### src/rtl/hello_caller.sv
// hello_caller: queues upstream arguments and issues them one at a time as
// req_hello/arg_hello calls to a downstream callee, waiting for ack_hello.
//
// Optional feature: define HELLO_CALLER_TIMEOUT_EN to abandon a call after
// TIMEOUT cycles without ack_hello, raising the sticky err flag.
//
// Ports:
//   clk, rst_n        clock, asynchronous active-low reset
//   in_valid, in_data upstream argument offer
//   in_ready          queue not full (combinational from queue count)
//   req_hello         registered call request to the callee
//   arg_hello         registered call argument, stable while req_hello high
//   ack_hello         callee acknowledge
//   busy              queue non-empty or a call in progress
//   done_count        completed calls, 16-bit wrapping
//   err               sticky timeout flag (constant 0 without the macro)
module hello_caller #(
    parameter int unsigned WIDTH   = 32,
    parameter int unsigned DEPTH   = 4,
    parameter int unsigned TIMEOUT = 16
) (
    input  logic             clk,
    input  logic             rst_n,
    input  logic             in_valid,
    input  logic [WIDTH-1:0] in_data,
    output logic             in_ready,
    output logic             req_hello,
    output logic [WIDTH-1:0] arg_hello,
    input  logic             ack_hello,
    output logic             busy,
    output logic [15:0]      done_count,
    output logic             err
);

    localparam int unsigned AW = $clog2(DEPTH);
    localparam int unsigned CW = AW + 1;

    // Elaboration-time parameter sanity checks
    if (DEPTH < 2 || (DEPTH & (DEPTH - 1)) != 0) begin : g_bad_depth
        $error("hello_caller: DEPTH must be a power of two >= 2");
    end
    if (TIMEOUT < 1) begin : g_bad_timeout
        $error("hello_caller: TIMEOUT must be >= 1");
    end

    typedef enum logic [1:0] {
        IDLE  = 2'd0,
        REQ   = 2'd1,
        DRAIN = 2'd2
    } state_t;

    state_t           state_q, state_d;
    logic             req_q, req_d;
    logic [WIDTH-1:0] arg_q, arg_d;
    logic [15:0]      done_d;

    logic [WIDTH-1:0] mem [DEPTH];
    logic [AW-1:0]    wr_ptr, rd_ptr;
    logic [CW-1:0]    count;
    logic             push;
    logic             pop;

`ifdef HELLO_CALLER_TIMEOUT_EN
    localparam int unsigned TW = $clog2(TIMEOUT + 1);
    logic [TW-1:0] tcnt_q, tcnt_d;
    logic          err_q, err_d;
`endif

    // Queue status; a full queue refuses pushes even when a pop coincides
    assign in_ready = (count != CW'(DEPTH));
    assign push     = in_valid && in_ready;
    assign busy     = (count != '0) || (state_q != IDLE);

    assign req_hello = req_q;
    assign arg_hello = arg_q;

    // Queue storage
    always_ff @(posedge clk) begin
        if (push) begin
            mem[wr_ptr] <= in_data;
        end
    end

    // Queue pointers wrap naturally since DEPTH is a power of two
    always_ff @(posedge clk or negedge rst_n) begin
        if (!rst_n) begin
            wr_ptr <= '0;
            rd_ptr <= '0;
            count  <= '0;
        end else begin
            if (push) begin
                wr_ptr <= wr_ptr + AW'(1);
            end
            if (pop) begin
                rd_ptr <= rd_ptr + AW'(1);
            end
            case ({push, pop})
                2'b10:   count <= count + CW'(1);
                2'b01:   count <= count - CW'(1);
                default: count <= count;
            endcase
        end
    end

    // Call FSM state and registered outputs
    always_ff @(posedge clk or negedge rst_n) begin
        if (!rst_n) begin
            state_q    <= IDLE;
            req_q      <= 1'b0;
            arg_q      <= '0;
            done_count <= '0;
        end else begin
            state_q    <= state_d;
            req_q      <= req_d;
            arg_q      <= arg_d;
            done_count <= done_d;
        end
    end

`ifdef HELLO_CALLER_TIMEOUT_EN
    // Timeout counter and sticky error
    always_ff @(posedge clk or negedge rst_n) begin
        if (!rst_n) begin
            tcnt_q <= '0;
            err_q  <= 1'b0;
        end else begin
            tcnt_q <= tcnt_d;
            err_q  <= err_d;
        end
    end
    assign err = err_q;
`else
    assign err = 1'b0;
`endif

    // Next-state and next-output logic
    always_comb begin
        state_d = state_q;
        req_d   = req_q;
        arg_d   = arg_q;
        done_d  = done_count;
        pop     = 1'b0;
`ifdef HELLO_CALLER_TIMEOUT_EN
        tcnt_d  = tcnt_q;
        err_d   = err_q;
`endif
        case (state_q)
            IDLE: begin
                // Head is read from registered queue state, so a push only
                // becomes visible as a request one cycle later
                if (count != '0) begin
                    req_d   = 1'b1;
                    arg_d   = mem[rd_ptr];
                    state_d = REQ;
`ifdef HELLO_CALLER_TIMEOUT_EN
                    tcnt_d  = '0;
`endif
                end
            end
            REQ: begin
                if (ack_hello) begin
                    pop     = 1'b1;
                    req_d   = 1'b0;
                    done_d  = done_count + 16'd1;
                    state_d = DRAIN;
                end
`ifdef HELLO_CALLER_TIMEOUT_EN
                else if (tcnt_q == TW'(TIMEOUT - 1)) begin
                    // Abandon the call: drop the entry without counting it
                    pop     = 1'b1;
                    req_d   = 1'b0;
                    err_d   = 1'b1;
                    state_d = DRAIN;
                end else begin
                    tcnt_d = tcnt_q + TW'(1);
                end
`endif
            end
            DRAIN: begin
                // Wait for the callee to release ack before the next call
                if (!ack_hello) begin
                    state_d = IDLE;
                end
            end
            default: begin
                state_d = IDLE;
                req_d   = 1'b0;
            end
        endcase
    end

endmodule
### config.mk
export PLATFORM = sky130hd
export DESIGN_NAME = hello_caller
export DESIGN_NICKNAME = d
export VERILOG_FILES = /design/src/rtl/hello_caller.sv
export SDC_FILE = /design/constraint.sdc
export NUM_CORES = 1
export LEC_CHECK = 0
export BUFFER_PORTS_ARGS = -buffer_cell sky130_fd_sc_hd__buf_4
export CAP_MARGIN = 25
export CORE_MARGIN = 3
export CORE_UTILIZATION = 55
export DETAILED_ROUTE_END_ITERATION = 7
export PLACE_DENSITY_LB_ADDON = 0.08
export SYNTH_ARGS = -nofsm -noshare
export SYNTH_HDL_FRONTEND = slang
export SYNTH_SLANG_ARGS = --single-unit
export TNS_END_PERCENT = 20
### constraint.sdc
create_clock -name clk -period 5.3 [get_ports clk]
set_clock_uncertainty 0.2 [all_clocks]
set_input_delay 0.795 -clock clk [delete_from_list [all_inputs] [get_ports clk]]
set_output_delay 0.795 -clock clk [all_outputs]
set_load 0.01 [all_outputs]
Word-level counts from Yosys, hierarchy flattened
Memory sizes are Yosys's and may differ from the RTL's. A register that Yosys moved wholly into a read port is not among the register bits.
Cells that the tools add are included.

word-level totals
  register bits = 26
  RAM bits = 128
  input port bits = 36
  output and inout bits = 52
  logic and storage cells = 44
  memories = 1

memory list
  name  words  width  read ports  clocked after memory_dff  wr ports  line  source
  mem   4      32     1           1                         1         57    logic [WIDTH-1:0] mem [DEPTH];

operators by class
  $add $sub $neg = 5
  equal/unequal tests = 8
  muxes and demuxes = 12
  bitwise logic cells = 1
  reductions and logical operators = 11

operators by type and width
  kind                     number
  $add A16 B1 Y16 const B  1
  $mux W1                  6
  $mux W2                  3
  $ne A2 B2 Y1 const B     3
  $pmux W2 S3              1
  $pmux W3 S2              1
  $reduce_and A3 Y1        2
  $add A2 B1 Y2 const B    2
  $eq A2 B1 Y1 const B     2
  $eq A2 B2 Y1 const B     2
  $reduce_and A2 Y1        2
  $reduce_bool A2 Y1       2
  $add A3 B1 Y3 const B    1
  $ne A3 B3 Y1 const B     1
  $pmux W1 S3              1
  $reduce_bool A3 Y1       1
  $sub A3 B1 Y3 const B    1
  $logic_not A2 Y1         1
  $logic_and A1 B1 Y1      1
  $logic_not A1 Y1         1
  $logic_or A1 B1 Y1       1
  $not A1 Y1               1

Depth between registers and ports, before layout
  depth after elaboration = 4
  gate-level depth with buffers = 10
  depth with buffers taken out = 10

Least setup slack after synthesis
OpenSTA, ideal clock, no wires.

  kind = input -> register
  from = input port ack_hello
  to = register count[2]
  setup time = 0.079 ns
  arrival time = 2.107 ns
  required time = 5.021 ns
  slack = 2.914 ns
  stages on the path = 8
  buffers on the path = 0
  cell sequence = nand3b_1 -> inv_1 -> ha_1 -> inv_1 -> fa_1 -> xor2_1 -> nor2_1 -> xor2_1

between the ends
  cells in the longest elaborated chain, start to end = 4
  elaborated cells between the ends (all ways) = 6
  those cells by class = 2 x eq/ne; 3 x mux; 1 x reduce/logical

ends and longest elaborated chain
  element                                                   line  source
  start, declared                                           29    input logic ack_hello,
  $mux W1 (*)                                               161   if (ack_hello) begin
  $mux W1 (*)                                               147   case (state_q)
  via pop                                                   61    logic pop;
  $eq A2 B1 Y1 / $eq A2 B2 Y1 (equally long branches)       97    case ({push, pop})
  $pmux W3 S2 / $reduce_bool A2 Y1 (equally long branches)  -
  end signal, assigned                                      98    2'b10: count <= count + CW'(1);
  end signal, assigned                                      99    2'b01: count <= count - CW'(1);
  end signal, assigned                                      100   default: count <= count;
  end, declared                                             59    logic [CW-1:0] count;

The timed path passes the listed nets; every way through them passes the cells marked *.
A chain may end at the register's enable or synchronous reset.

Final worst setup path
  from = register count[0]
  to = register count[2]

between the ends
  cells in the longest elaborated chain, start to end = 4
  elaborated cells between the ends (all ways) = 8
  those cells by class = 2 x add/sub; 3 x eq/ne; 1 x mux; 2 x reduce/logical

ends and longest elaborated chain
  element                                                   line  source
  $ne A3 B3 Y1                                              70    assign in_ready = (count != CW'(DEPTH));
  $logic_and A1 B1 Y1                                       71    assign push = in_valid && in_ready;
  $eq A2 B1 Y1 / $eq A2 B2 Y1 (equally long branches)       97
  $pmux W3 S2 / $reduce_bool A2 Y1 (equally long branches)  -

Several ways; a longest one is shown, not always the timed one.

==> impl_results.md <==
- Run status: finished clean
- WL per Instance: 19.1 um
- Met1 global-route usage: 22.3%
- Required time of the critical path: 5.44 ns
- Count of endpoints failing hold in the final timing report: 0
- CP endpoint: count[2]
- Post-cts gate resize count: 0
- Initial Util: 57.5%
- Count of flip-flops with a built-in enable after synthesis: 128
- Final GP Congestion: 0.773
- Reg2reg start: count[0]
- Destination of the worst register-to-register timing path: count[2]
- Worst path cell trace: inv_1 -> nand3_1 -> and2_1 -> inv_1 -> ha_1 -> inv_1 -> fa_1 -> xor2_1 -> nor2_1 -> xor2_1
- Width of the die: 119 um
- Nets@finish: 486
- Die Footprint: 0.0143 mm^2
- Number of cell instances on the worst register-to-register path: 10
- Yosys cell types: 32
- Max-Cap Viols: 0
- Top flip-flop cell by instance count after synthesis: edfxtp_1
- Unrepaired setup endpoints after global routing: false
- Iteration count of the initial detailed-routing pass: 4
- Number of antenna violations at the first check in global routing: 0
- Insertion delay to the later sink of the worst-skew pair: 0.43 ns
- Top cell type by total area after synthesis: edfxtp_1
- Combined buffer and inverter count along the critical path: 3
- Source of the critical timing path: count[0]
- Setup TNS after final layout: 0 ns
- Class of the most critical setup path: reg -> reg
- Critical path's top delay family: simple AND/OR/NAND/NOR gates
- Clock net sink count: 186
- Critical-path cell with the highest stage delay: dfrtp_1
- Filler-free cell count of the finished design: 624
- Most common cell in the netlist: edfxtp_1
- Synthesized netlist cell count: 350
- Inst Count DP: 592
- Buffers from clock root to sink, at most: 2
- Routing usage on met3: 6.03%
- Worst-case setup margin in the final layout: 2.93 ns
- Share of cell area taken by muxes after synthesis: 15.8%
- Setup-failing EPs final: 0
- Master cell of the clock root buffer: clkbuf_16
- H-tree level count: 4
- Top cell by count, worst path: inv_1
- CTS clk-pin slew, worst paths: 0.06 ns
- Worst setup SP type: register
- Area occupied by multi-input gates: 0.00165 mm^2
- Final-report max-slew violation count: 0
- Top-level I/O count: 88
- Combined area of all synthesized cells: 0.00708 mm^2
- Setup slack after placement: 2.62 ns
- Number of buffers inserted to repair setup after CTS: 0
- Worst slew pin tran: 0.978 ns
- Register cell area after layout: 0.00530 mm^2
- Buffers added on ports: 86
- Overall routed net length: 11.9 mm
- Fraction of synthesized cell area taken by the top area cell type: 54.3%
- Signed area change from the synthesized netlist to the final layout: 18.3%
- Final Cycle Share: 44.7%
- Pin count of the biggest net entering global routing: 59
- Min Tclk post-route: 2.37 ns
- Pwr dens: 560 mW/mm^2
- Top cells by count, synth: edfxtp_1 (128), dfrtp_1 (58), mux2_2 (33)
- Number of buffers inserted for hold repair after clock tree synthesis: 0
- Flop and latch count out of synthesis: 186
- Post-detailed-route count of antenna-violating nets: 0
- Reg2Reg Setup Slack: 2.93 ns
- Critical path arrival: 2.51 ns
- Synth warn: 0
- Antenna cell count: 0
- Total gr overflow: 0
- Static leakage: 3.16 nW
- Xor-xnor portion of the synthesized cell area: 2.60%
- Clock tree from TritonCTS: built
- Largest vdd supply drop: 0.334 mV
- Normalized max-slew margin: 34.8%
- Die Y-Extent: 119 um
- Most heavily used metal layer in global routing: met2
- Dominant combinational cell family by area after synthesis: multiplexers
- Per-cell via count in the routed design: 5.37
- Share of final-layout standard cells stronger than drive strength 1: 39.5%
- Upper clock frequency limit: 422 MHz
- Compound-cell area share of the yosys netlist: 0.318%
- Critical Path Fanout Max: 6
- Maximum cell stage delay along the critical path: 0.41 ns
- Number of global-route vias before repair: 3583
- Top cells by area, synth: edfxtp_1 (54%), dfrtp_1 (21%), mux4_2 (8.9%)
- Area fraction in and, or, nand and nor cells after synthesis: 3.17%
- DRC violation total after the first TritonRoute iteration: 222
- Avg Synthesized Cell Area: 20.2 um^2
- Critical path capture point type: register
- Placed wire-length estimate: 6.78 mm
- TritonCTS buffer count: 17
- Filler instances: 858
- Synthesized-area fraction occupied by adder cells: 1.34%
- Standard-cell row count: 40
- Fraction of the yosys area taken by sequential cells: 74.8%
- Class of the most critical hold timing path: in -> async
- GR Layer Usage met2: 29.8%
- Total GRT Usage: 18.0%
- Net Count, Synth: 393
- Async SR Flop Fraction: 31.2%
- Post-route DRC: 0
- Via count: 3349
- Global-route wire length before repair: 19.0 mm
- Path length in cells of the critical path: 10
- Core region area: 0.0123 mm^2
[flip-flops by register name, summed over array words and instances (netlist names)]
| name | cells |
|---|---|
| rd_ptr | 2 |
| done_count | 16 |
| state_q | 2 |
| req_hello | 1 |
| wr_ptr | 2 |
| arg_hello | 32 |
| count | 3 |
| mem | 128 |
[power breakdown]
| part | internal [mW] | leakage, nW | switching, mW |
|---|---|---|---|
| logic | 0.754 | 1.03 | 0.622 |
| clock network | 0.629 | 0.253 | 0.493 |
| registers | 1.98 | 1.88 | 0.216 |
| total | 3.36 | 3.16 | 1.33 |
[cells in the final DEF (no fill, tap or decap), types with 4 or more instances in the layout]
cell / instances
inv_1: 10
nor2_1: 5
mux2_2: 33
edfxtp_1: 128
nand4_1: 5
nand2_1: 9
nand3_1: 7
clkbuf_16: 17
ha_1: 6
clkinv_1: 8
xor2_1: 4
clkinv_2: 4
mux4_1: 4
dfrtp_1: 56
and3_2: 4
xnor2_1: 17
buf_4: 87
mux4_2: 28
[worst min-delay path by stage]
stage,startpoint,slack [ns],end
after CTS,done_count[15],0.28,done_count[15]
after global routing,rst_n,0.31,arg_hello[19]
final,rst_n,0.26,arg_hello[21]
after detailed placement,done_count[15],0.26,done_count[15]
after global placement,done_count[15],0.26,done_count[15]
after floorplan,count[2],0.26,count[2]
[through the flow]
| step | hold slack, ns | cell area, um^2 | total power [mW] | util [%] |
|---|---|---|---|---|
| global route | 0.308 | 8370 | 4.94 | 68.0 |
| CTS | 0.277 | 8370 | 4.75 | 68.0 |
| floorplan | 0.265 | 7080 | 3.14 | - |
| detailed placement | 0.264 | 7850 | 3.63 | 63.8 |
| global placement | 0.261 | 7850 | 3.58 | 63.8 |
| finish | 0.259 | 8370 | 4.69 | 68.0 |
[cell type report]
type | count | area share (%)
clock buffers | 18 | 5.13
clock inverters | 14 | 1.05
inverters | 10 | 0.448
multi-input cells | 141 | 19.8
flip-flops and latches | 186 | 63.3
well taps | 168 | 2.51
repair buffers | 87 | 7.80
[routing by layer]
| layer | part of all wire (%) | vias to the layer above | wire [um] |
|---|---|---|---|
| li1 | - | 1539 | - |
| met1 | 42 | 1723 | 5010 |
| met2 | 52 | 78 | 6180 |
| met3 | 5.0 | 9 | 599 |
| met4 | 1.1 | 0 | 136 |
| met5 | 0 | - | 0 |
[cells by family (layout without fill, tap and decap cells)]
family          after synthesis  in the layout
flops                       186            186
xor+xnor                     21             21
compound gates                4              4
mux                          66             66
simple gates                 42             42
fa+ha+maj                     7              7
buf+inv                      23            129
other cells                   1              1
(Power assumes the default switching activity.)
